$ cat src/rtl/modexp_sequencer.sv
// Square-and-multiply control FSM for the RSA modexp engine: walks the exponent
// MSB-first, issuing one MonPro command at a time, then a final reduction by 1.
module modexp_sequencer #(
    parameter int N         = 32,
    parameter int Nlog2     = 5,
    parameter int ABITS     = 8,
    parameter int ADDR_XBAR = 0,
    parameter int ADDR_ACC  = 2,
    parameter int TIMEOUT   = 1024
) (
    input  logic             clk,
    input  logic             rst,
    input  logic             start,
    input  logic [N-1:0]     e,
    input  logic [Nlog2-1:0] e_idx,
    input  logic [Nlog2-1:0] mp_count,
    output logic             mm_start,
    output logic [ABITS-1:0] mm_a_addr,
    output logic [ABITS-1:0] mm_b_addr,
    output logic             mm_b_one,
    output logic [ABITS-1:0] mm_dst_addr,
    output logic [Nlog2-1:0] mm_mp_count,
    input  logic             mm_done,
    output logic             busy,
    output logic             done,
    output logic             err
);

    localparam logic [2:0] S_IDLE  = 3'd0;
    localparam logic [2:0] S_SQ    = 3'd1;
    localparam logic [2:0] S_SQ_W  = 3'd2;
    localparam logic [2:0] S_MUL   = 3'd3;
    localparam logic [2:0] S_MUL_W = 3'd4;
    localparam logic [2:0] S_FIN   = 3'd5;
    localparam logic [2:0] S_FIN_W = 3'd6;
    localparam logic [2:0] S_DONE  = 3'd7;

    localparam int TW = $clog2(TIMEOUT + 1);
    localparam logic [TW-1:0]    WD_LAST = TW'(TIMEOUT - 1);
    localparam logic [ABITS-1:0] A_ACC   = ABITS'(ADDR_ACC);
    localparam logic [ABITS-1:0] A_XBAR  = ABITS'(ADDR_XBAR);

    logic [2:0]       state_q, state_d;
    logic [N-1:0]     e_l_q, e_l_d;
    logic [Nlog2-1:0] bit_idx_q, bit_idx_d;
    logic [TW-1:0]    wd_q, wd_d;
    logic             mm_start_q, mm_start_d;
    logic [ABITS-1:0] mm_a_addr_q, mm_a_addr_d;
    logic [ABITS-1:0] mm_b_addr_q, mm_b_addr_d;
    logic             mm_b_one_q, mm_b_one_d;
    logic [ABITS-1:0] mm_dst_addr_q, mm_dst_addr_d;
    logic [Nlog2-1:0] mm_mp_count_q, mm_mp_count_d;
    logic             busy_q, busy_d;
    logic             done_q, done_d;
    logic             err_q, err_d;

    always_comb begin
        state_d       = state_q;
        e_l_d         = e_l_q;
        bit_idx_d     = bit_idx_q;
        wd_d          = wd_q;
        mm_mp_count_d = mm_mp_count_q;
        err_d         = err_q;

        case (state_q)
            S_IDLE: begin
                if (start) begin
                    e_l_d         = e;
                    bit_idx_d     = e_idx;
                    mm_mp_count_d = mp_count;
                    err_d         = 1'b0;
                    state_d       = S_SQ;
                end
            end
            S_SQ:  begin wd_d = '0; state_d = S_SQ_W;  end
            S_MUL: begin wd_d = '0; state_d = S_MUL_W; end
            S_FIN: begin wd_d = '0; state_d = S_FIN_W; end
            S_SQ_W, S_MUL_W, S_FIN_W: begin
                // A reply arriving on the expiry cycle still counts as success.
                if (mm_done) begin
                    if (state_q == S_FIN_W) begin
                        state_d = S_DONE;
                    end else if (state_q == S_SQ_W && e_l_q[bit_idx_q]) begin
                        state_d = S_MUL;
                    end else if (bit_idx_q == '0) begin
                        state_d = S_FIN;
                    end else begin
                        bit_idx_d = bit_idx_q - Nlog2'(1);
                        state_d   = S_SQ;
                    end
                end else if (wd_q == WD_LAST) begin
                    err_d   = 1'b1;
                    state_d = S_IDLE;
                end else begin
                    wd_d = wd_q + TW'(1);
                end
            end
            S_DONE:  state_d = S_IDLE;
            default: state_d = S_IDLE;
        endcase
    end

    // Outputs are decoded from the next state so they appear registered on entry.
    always_comb begin
        mm_start_d    = 1'b0;
        mm_a_addr_d   = mm_a_addr_q;
        mm_b_addr_d   = mm_b_addr_q;
        mm_b_one_d    = mm_b_one_q;
        mm_dst_addr_d = mm_dst_addr_q;
        case (state_d)
            S_SQ: begin
                mm_start_d = 1'b1; mm_a_addr_d = A_ACC; mm_b_addr_d = A_ACC;
                mm_b_one_d = 1'b0; mm_dst_addr_d = A_ACC;
            end
            S_MUL: begin
                mm_start_d = 1'b1; mm_a_addr_d = A_ACC; mm_b_addr_d = A_XBAR;
                mm_b_one_d = 1'b0; mm_dst_addr_d = A_ACC;
            end
            S_FIN: begin
                mm_start_d = 1'b1; mm_a_addr_d = A_ACC; mm_b_addr_d = A_ACC;
                mm_b_one_d = 1'b1; mm_dst_addr_d = A_ACC;
            end
            default: ;
        endcase
        busy_d = (state_d != S_IDLE);
        done_d = (state_d == S_DONE);
    end

    always_ff @(posedge clk) begin
        if (rst) begin
            state_q       <= S_IDLE;
            e_l_q         <= '0;
            bit_idx_q     <= '0;
            wd_q          <= '0;
            mm_start_q    <= 1'b0;
            mm_a_addr_q   <= '0;
            mm_b_addr_q   <= '0;
            mm_b_one_q    <= 1'b0;
            mm_dst_addr_q <= '0;
            mm_mp_count_q <= '0;
            busy_q        <= 1'b0;
            done_q        <= 1'b0;
            err_q         <= 1'b0;
        end else begin
            state_q       <= state_d;
            e_l_q         <= e_l_d;
            bit_idx_q     <= bit_idx_d;
            wd_q          <= wd_d;
            mm_start_q    <= mm_start_d;
            mm_a_addr_q   <= mm_a_addr_d;
            mm_b_addr_q   <= mm_b_addr_d;
            mm_b_one_q    <= mm_b_one_d;
            mm_dst_addr_q <= mm_dst_addr_d;
            mm_mp_count_q <= mm_mp_count_d;
            busy_q        <= busy_d;
            done_q        <= done_d;
            err_q         <= err_d;
        end
    end

    assign mm_start    = mm_start_q;
    assign mm_a_addr   = mm_a_addr_q;
    assign mm_b_addr   = mm_b_addr_q;
    assign mm_b_one    = mm_b_one_q;
    assign mm_dst_addr = mm_dst_addr_q;
    assign mm_mp_count = mm_mp_count_q;
    assign busy        = busy_q;
    assign done        = done_q;
    assign err         = err_q;

endmodule
$ cat config.mk
export PLATFORM = sky130hd
export DESIGN_NAME = modexp_sequencer
export DESIGN_NICKNAME = d
export VERILOG_FILES = /design/src/rtl/modexp_sequencer.sv
export SDC_FILE = /design/constraint.sdc
export NUM_CORES = 1
export LEC_CHECK = 0
export ABC_AREA = 0
export CAP_MARGIN = 40
export CORE_MARGIN = 1
export CORE_UTILIZATION = 55
export DETAILED_ROUTE_END_ITERATION = 6
export DONT_BUFFER_PORTS = 1
export GPL_ROUTABILITY_DRIVEN = 0
export GPL_TIMING_DRIVEN = 0
export PLACE_DENSITY_LB_ADDON = 0.05
export SYNTH_ARGS = -nofsm -noshare
export SYNTH_HDL_FRONTEND = slang
export SYNTH_SLANG_ARGS = --single-unit
$ cat constraint.sdc
create_clock -name clk -period 4 [get_ports clk]
set_clock_uncertainty 0.2 [all_clocks]
set_input_delay 1 -clock clk [delete_from_list [all_inputs] [get_ports clk]]
set_output_delay 1 -clock clk [all_outputs]
set_load 0.005 [all_outputs]
Word-level counts from Yosys, hierarchy flattened
Index checks and enable logic that the tools add are counted.

Input port bits: 46. Word-level logic and storage cells: 77. Flip-flop bits (word level): 70. Output and inout port bits: 34.

$add $sub $neg: 2. Equal/unequal tests: 20. $lt $le $gt $ge: 1. Muxes and demuxes: 25. Reduce and logical (&&, ||, !) cells: 17.

Operators with widths (count): 2-to-1 mux 5 bit (5); 2-to-1 mux 11 bit (2); one-hot mux 11 bit (2 select lines) (1); == test 3 bit (second input constant) (6); 2-to-1 mux 3 bit (6); one-hot mux 3 bit (6 select lines) (1); != test 2 bit (second input constant) (8); one-hot mux 8 bit (2 select lines) (1); adder 11 x 1 -> 11 bit (second input constant) (1); == test 11 x 10 -> 1 bit (second input constant) (1); one-hot mux 5 bit (2 select lines) (1); == test 3 x 2 -> 1 bit (second input constant) (3); OR reduction 3 bit (3); nonzero test 2 bit (4); == test 3 x 1 -> 1 bit (second input constant) (2); less-than comparator 5 x 6 -> 1 bit (second input constant) (1); AND reduction 6 bit (1); binary-select mux 1 bit (select 5 bit) (1); zero test 5 bit (1); 2-to-1 mux 1 bit (5); subtractor 5 x 1 -> 5 bit (second input constant) (1); one-hot mux 1 bit (2 select lines) (2); AND reduction 4 bit (1); OR reduction 2 bit (2); 5 further kinds (5).

Depth between registers and ports, before layout
Gate-level depths: netlist of run 1.

Depth in word-level cells: 10. Mapped depth: 9. Depth with buffers taken out: 8.

Worst setup path before layout of run 1
Ideal clock, no wire load.

Path kind: input to register. Start: input port start. End: register bit_idx_q[2]. Cell stages on the path: 6. Slack: 1.369 ns. Library setup time: 0.117 ns. Data arrival time: 2.313 ns. Required time: 3.683 ns. Path buffers: 0. Cell sequence: nor4b_2 -> a21oi_1 -> or3_1 -> o21ai_4 -> o21ai_1 -> a32o_1.

Cells in the longest elaborated chain, start to end: 2.

Ends and longest elaborated chain: start, declared (line 13) `input logic start,`; != test 2 bit (no line); AND reduction 6 bit (no line); end signal, assigned (line 147) `bit_idx_q <= bit_idx_d;`; end, declared (line 45) `logic [Nlog2-1:0] bit_idx_q, bit_idx_d;`.

No other way between the ends. A chain may end at the register's enable or synchronous reset.

Final worst setup path of run 1
Start: register bit_idx_q[2]. End: register bit_idx_q[2].

Cells in the longest elaborated chain, start to end: 6. Elaborated cells between the ends (all ways): 13. Those cells by class: 1 x add/sub; 2 x eq/ne; 7 x mux; 3 x reduce/logical.

Ends and longest elaborated chain: subtractor 5 x 1 -> 5 bit (line 88) `bit_idx_d = bit_idx_q - Nlog2'(1);`; 2-to-1 mux 5 bit (line 85) `end else if (bit_idx_q == '0) begin`; 2-to-1 mux 5 bit (line 83) `end else if (state_q == S_SQ_W && e_l_q[bit_idx_q]) begin`; 2-to-1 mux 5 bit (line 81) `if (state_q == S_FIN_W) begin`; 2-to-1 mux 5 bit (line 80) `if (mm_done) begin`; one-hot mux 5 bit (2 select lines) (line 65) `case (state_q)`.

Several ways; a longest one is shown, not always the timed one. The select of a mux whose other input is x is not followed.

==> impl_metrics.ini, run 1 <==
[status]
status = completed

[pwr]
powerDensity_nw_per_um2 = 528
ir_drop_mv = 0.327
power.leakage_nw = 1.32

[floorplan]
die_x_um = 75.8
fp-row-count = 26
start_util_pct = 57.9
die_h_um = 75.8
die_area_um2 = 5740
core_area_um2 = 5170
io_pins = 80

[drt]
wl_per_cell_um = 13.5
firstDrtPassIters = 4
via_per_inst = 5.26
drtAntennaViolNets = 0
vias = 2477
drc = 0
wl_mm = 6.35
drtIter0Drc = 148

[global_routing]
grt_max_degree = 12
grt_pass1_vias = 2186
track_usage_pct = 24.3
grt_pass1_wl_mm = 10.2
globalRoute.totalOverflow = 0
antenna_found_initial = 0

[timing]
final_max_slew_viol_count = 0
finalCritPeriodShare_pct = 64.5
finalSetupViolations = 0
layout_min_cycle_time_ns = 2.58
rsz0062_at_grt = false
final_hold_viol_count = 0
setup_slack_ns = 1.42
finalSetupTns_ns = 0
worst_pin_slew_ns = 0.561
slew_headroom_pct = 62.2
max_clock_freq_ghz = 0.388

[logic_synthesis]
avgSynthCellArea_um2 = 8.21
ys_seq_elements = 63
synth_area_um2 = 3000
synth_area_leaders = dfxtp_1, nand2_1, a21oi_1, buf_4, mux4_2
ys_seq_area_share_pct = 42.1
ys_types = 52
syn_inst = 365
synth_top_flop_cell = dfxtp_1
yosysTopAreaCell = dfxtp_1
synthTopCellsByCount = nand2_1, dfxtp_1, a21oi_1, nor2_1, buf_4
yosys_warnings = 0
yosysMostFrequentCell = nand2_1
synth-edff-count = 0
synth_top_area_share_pct = 42.1
async_reset_ff_share_pct = 0

[clock_tree]
cts-buffers-inserted = 9
cts_tree = yes
cts.sink_count = 63
root_buffer = clkbuf_8
clk_latency_ns = 0.35
clock_path_buffers = 2
cts_resized = 0
htreeDepth = 3
clk_pin_slew_ns = 0.07
hold_buffers = 0
post_cts_buffers = 0

[min_path]
holdCritPathClass = register to register

[setup_path]
crit_fanout = 10
worstSetupStartpointType = register
endpoint_kind = register
cp.required_ns = 4.04
crit_arrival_ns = 2.62
setup.worst_path.class = register to register

[final_layout]
num_antenna_cells = 0
drive_above_1_share_pct = 13.0
fin_area_um2 = 3370
final_nets = 445
area_delta_synth_final_pct = 12.5

[placed_design]
place_ws_ns = 1.13
placed_area_um2 = 3160
dp_hpwl_mm = 4.58
io_buffers = 0

[run]
cap_violations = 0
## logic make-up after synthesis
group / count (synthesis) / share of synthesized area [%]
fa+ha+maj: 3 / 1.25
mux: 11 / 6.18
flops: 63 / 42.1
simple gates: 150 / 22.8
other cells: 1 / 0.125
compound gates: 78 / 15.7
xor+xnor: 8 / 2.34
buf+inv: 51 / 9.48
## critical path, stage by stage (launching register included)
cell	delay (ns)
dfxtp_1	0.31
buf_2	0.19
buf_2	0.29
mux4_2	0.35
o2111ai_1	0.26
nand4_2	0.21
o21ai_4	0.31
o21ai_1	0.11
a32o_1	0.26
## area by class of cell
cell class,instances,area (µm²)
Buffer,42,250
Multi-Input combinational cell,271,1530
Clock inverter,6,85.1
Sequential cell,63,1260
Inverter,9,33.8
Tap cell,70,87.6
Fill cell,465,1800
Clock buffer,10,128
## through the flow
| stage | power [mW] | utilization, % | hold WS [ns] | cells |
|---|---|---|---|---|
| final | 1.78 | 65.2 | 0.254 | 471 |
| after floorplan | 1.10 | - | 0.233 | 385 |
| after global placement | 1.18 | 61.1 | 0.241 | 455 |
| after detailed placement | 1.19 | 61.1 | 0.245 | 455 |
| after CTS | 1.79 | 65.2 | 0.255 | 471 |
| after global routing | 1.88 | 65.2 | 0.269 | 471 |
## where the power goes
| group | switching [mW] | internal (mW) | total [mW] | leakage (nW) |
|---|---|---|---|---|
| logic | 0.258 | 0.177 | 0.435 | 0.706 |
| registers | 0.0524 | 0.694 | 0.747 | 0.516 |
| clock network | 0.249 | 0.348 | 0.598 | 0.102 |
## path summary, 6_finish.rpt
kind | start | endpoint | slack, ns | cells after the start
max | bit_idx_q[2] | bit_idx_q[2] | 1.42 | 8
min | e_l_q[3] | e_l_q[3] | 0.25 | 2
max reg2reg | bit_idx_q[2] | bit_idx_q[2] | 1.42 | 8
min reg2reg | e_l_q[3] | e_l_q[3] | 0.25 | 2
## sequential cells by signal, indices dropped and copies added, names as in the netlist
| signal | flops |
|---|---|
| e_l_q | 32 |
| wd_q | 11 |
| bit_idx_q | 5 |
| mm_mp_count | 5 |
| state_q | 3 |
| busy | 1 |
| done | 1 |
| err | 1 |
| mm_a_addr | 1 |
| mm_b_addr | 1 |
| mm_b_one | 1 |
| mm_start | 1 |
## layout by cell type (no fill, tap or decap), types with 2 or more instances in the layout
cell type / n
a211oi_1: 3
a21oi_1: 48
a22oi_1: 2
a32o_1: 2
and2_1: 2
and3_1: 2
buf_2: 2
buf_4: 22
bufinv_16: 2
clkbuf_1: 17
clkbuf_8: 9
clkinv_2: 2
clkinvlp_4: 2
conb_1: 21
dfxtp_1: 63
ha_1: 3
inv_1: 8
mux2i_1: 5
mux4_2: 6
nand2_1: 88
nand3_1: 2
nand3b_1: 4
nand4_1: 3
nor2_1: 26
nor2b_1: 4
nor3_1: 3
o2111ai_1: 3
o21ai_0: 4
o21ai_1: 4
o31ai_1: 4
or2_1: 2
or3_1: 2
or4_1: 2
xnor2_1: 4
xor2_1: 4
## per-layer routing
metal	routed length, µm	global-route usage, %
met5	0	0
met2	2800	35.2
met3	431	4.89
met4	88	13.0
met1	3030	33.9
Note: power is estimated with default switching activity, not from simulation.
==> run 2, diff against run 1 <==
Clock period 4 ns to 2.18 ns, I/O delays scaled along.
==> run 2 against run 1 <==
  * The run now ends with setup timing left
  * Sequential power up 86%
  * Maximum frequency rose by 9.7%
  * Count of clock-buffer cells in the layout is 1 lower
  * Sequential share of layout area down 4.0 points
  * Final area up 14%
  * Worst setup slack worse by 1.6 ns
  * Clock power up 89%
  * Largest cell class unchanged
==> impl_metrics.ini, run 2 (synthesis results as in run 1) <==
[status]
status = complete, but fails checks
violations = setup timing

[clock_tree]
root_buffer = clkbuf_8
clk_pin_slew_ns = 0.07
clk_latency_ns = 0.35
cts_tree = yes
cts.sink_count = 63
htreeDepth = 3
clock_path_buffers = 2
hold_buffers = 0
cts-buffers-inserted = 9

[drt]
via_per_inst = 5.36
wl_per_cell_um = 15.2
wl_mm = 7.46
firstDrtPassIters = 4
drc = 0
drtAntennaViolNets = 0
drtIter0Drc = 178
vias = 2638

[timing]
setup_slack_ns = -0.172
finalSetupViolations = 18
final_hold_viol_count = 0
finalCritPeriodShare_pct = 108
worst_pin_slew_ns = 0.620
max_clock_freq_ghz = 0.425
final_max_slew_viol_count = 0
slew_headroom_pct = 58.6
rsz0062_at_grt = true
layout_min_cycle_time_ns = 2.35

[pwr]
power.leakage_nw = 1.49
ir_drop_mv = 0.659
powerDensity_nw_per_um2 = 965
p_total_mw = 3.71

[final_layout]
nFillCells = 397
regMostFlops = e_l_q
largest_registers = e_l_q x32, wd_q x11
mostFrequentLayoutCell = nand2_1
most-common-layout-cells = nand2_1, dfxtp_1, a21oi_1
area_delta_synth_final_pct = 28.2
final_cell_count_no_fill = 492
drive_above_1_share_pct = 29.4
utilization_pct = 74.2
num_antenna_cells = 0
final_nets = 466
largest_reg_flops = 32

[placed_design]
dp.cells = 455
place_ws_ns = -0.338
io_buffers = 0
dp_hpwl_mm = 4.59

[floorplan]
core_area_um2 = 5170
fp-row-count = 26
die_area_um2 = 5740
die_h_um = 75.8
io_pins = 80
die_x_um = 75.8
start_util_pct = 57.9

[setup_path]
endpoint_kind = register
crit_arrival_ns = 2.40
crit_fanout = 6
reg2reg_depth = 9
worstSetupStartpointType = register
cp.required_ns = 2.22
setup.worst_path.class = register to register

[global_routing]
grt_pass1_wl_mm = 11.0
globalRoute.totalOverflow = 0
track_usage_pct = 26.5
grt_max_degree = 13
grt_pass1_vias = 2415
antenna_found_initial = 0

[min_path]
holdCritPathClass = input pin to register
holdPathStages = 2

[run]
cap_violations = 0
## run 2: cell count changes in the layout (fill, tap and decap cells not counted), moves of 3 or more
| cell | before | now |
|---|---|---|
| o2111ai_1 | 3 | 0 |
| buf_4 | 22 | 38 |
| dfxtp_4 | 0 | 3 |
| dfxtp_2 | 0 | 8 |
| nor2_1 | 26 | 22 |
| buf_6 | 1 | 8 |
| clkbuf_2 | 0 | 6 |
| dfxtp_1 | 63 | 52 |
| clkbuf_1 | 17 | 8 |
## run 2: power by group
| part | switching [mW] | internal (mW) | total [mW] | leakage (nW) |
|---|---|---|---|---|
| Sequential | 0.119 | 1.27 | 1.39 | 0.522 |
| Clock | 0.491 | 0.644 | 1.13 | 0.105 |
| Combinational | 0.621 | 0.557 | 1.18 | 0.863 |
| Total | 1.23 | 2.48 | 3.71 | 1.49 |
## run 2: worst paths after layout
kind	from	to	slack (ns)
worst max register to register	bit_idx_q[1]	bit_idx_q[2]	-0.17
worst min-delay path	mp_count[1]	mm_mp_count[1]	0.12
worst min register to register	e_l_q[13]	e_l_q[13]	0.25
worst max-delay path	bit_idx_q[1]	bit_idx_q[2]	-0.17
## run 2: stage by stage
stage | area (µm²) | hold slack [ns] | TNS [ns]
3_3_place_gp | 3190 | 0.241 | -4.69
6_report | 3840 | 0.121 | -1.59
4_1_cts | 3640 | 0.122 | -1.49
3_5_place_dp | 3190 | 0.245 | -4.98
2_1_floorplan | 3100 | 0.233 | -0.0483
5_1_grt | 3840 | 0.120 | -3.33
## run 2: cell type report
class / instances / area [µm²] / area share (%)
Sequential cell: 63 / 1280 / 33.4
Clock buffer: 9 / 124 / 3.23
Buffer: 40 / 263 / 6.84
Clock inverter: 7 / 97.6 / 2.54
Inverter: 9 / 37.5 / 0.978
Timing Repair Buffer: 22 / 191 / 4.99
Multi-Input combinational cell: 272 / 1760 / 45.7
Tap cell: 70 / 87.6 / 2.28
## run 2: critical path, cell delays in order, from the launching register on
cell     delay [ns]
dfxtp_2        0.34
buf_8          0.14
mux4_2         0.34
nor2_1         0.05
or4_4          0.49
nand4_4        0.16
buf_6          0.13
o21ai_4        0.08
buf_6          0.13
a32o_1         0.20
## run 2: routing by layer
layer	share of wire, %	global-route usage [%]	vias up
li1	-	-	1308
met1	43	34.0	1241
met2	49	41.7	78
met3	5.8	5.82	11
met4	1.8	14.0	0
met5	0	0	-
## run 2: what timing repair did
item,in CTS,in global routing
gates cloned,1,0
setup buffers,12,10
pin swaps,17,19
resized for setup,34,38
endpoints found under the setup margin,38,49
==> run 3, diff against run 2 <==
--- a/constraint.sdc
+++ b/constraint.sdc
@@ -4,2 +4,2 @@
 set_output_delay 0.545 -clock clk [all_outputs]
-set_load 0.005 [all_outputs]
+set_load 0.02 [all_outputs]
==> results of run 3 <==
Same layout as run 2 (identical final DEF). Status: complete, but fails checks: setup timing.
Among the figures that moved: total power 3.71 mW -> 3.77 mW; worst IR drop on VDD 0.659 mV -> 0.678 mV
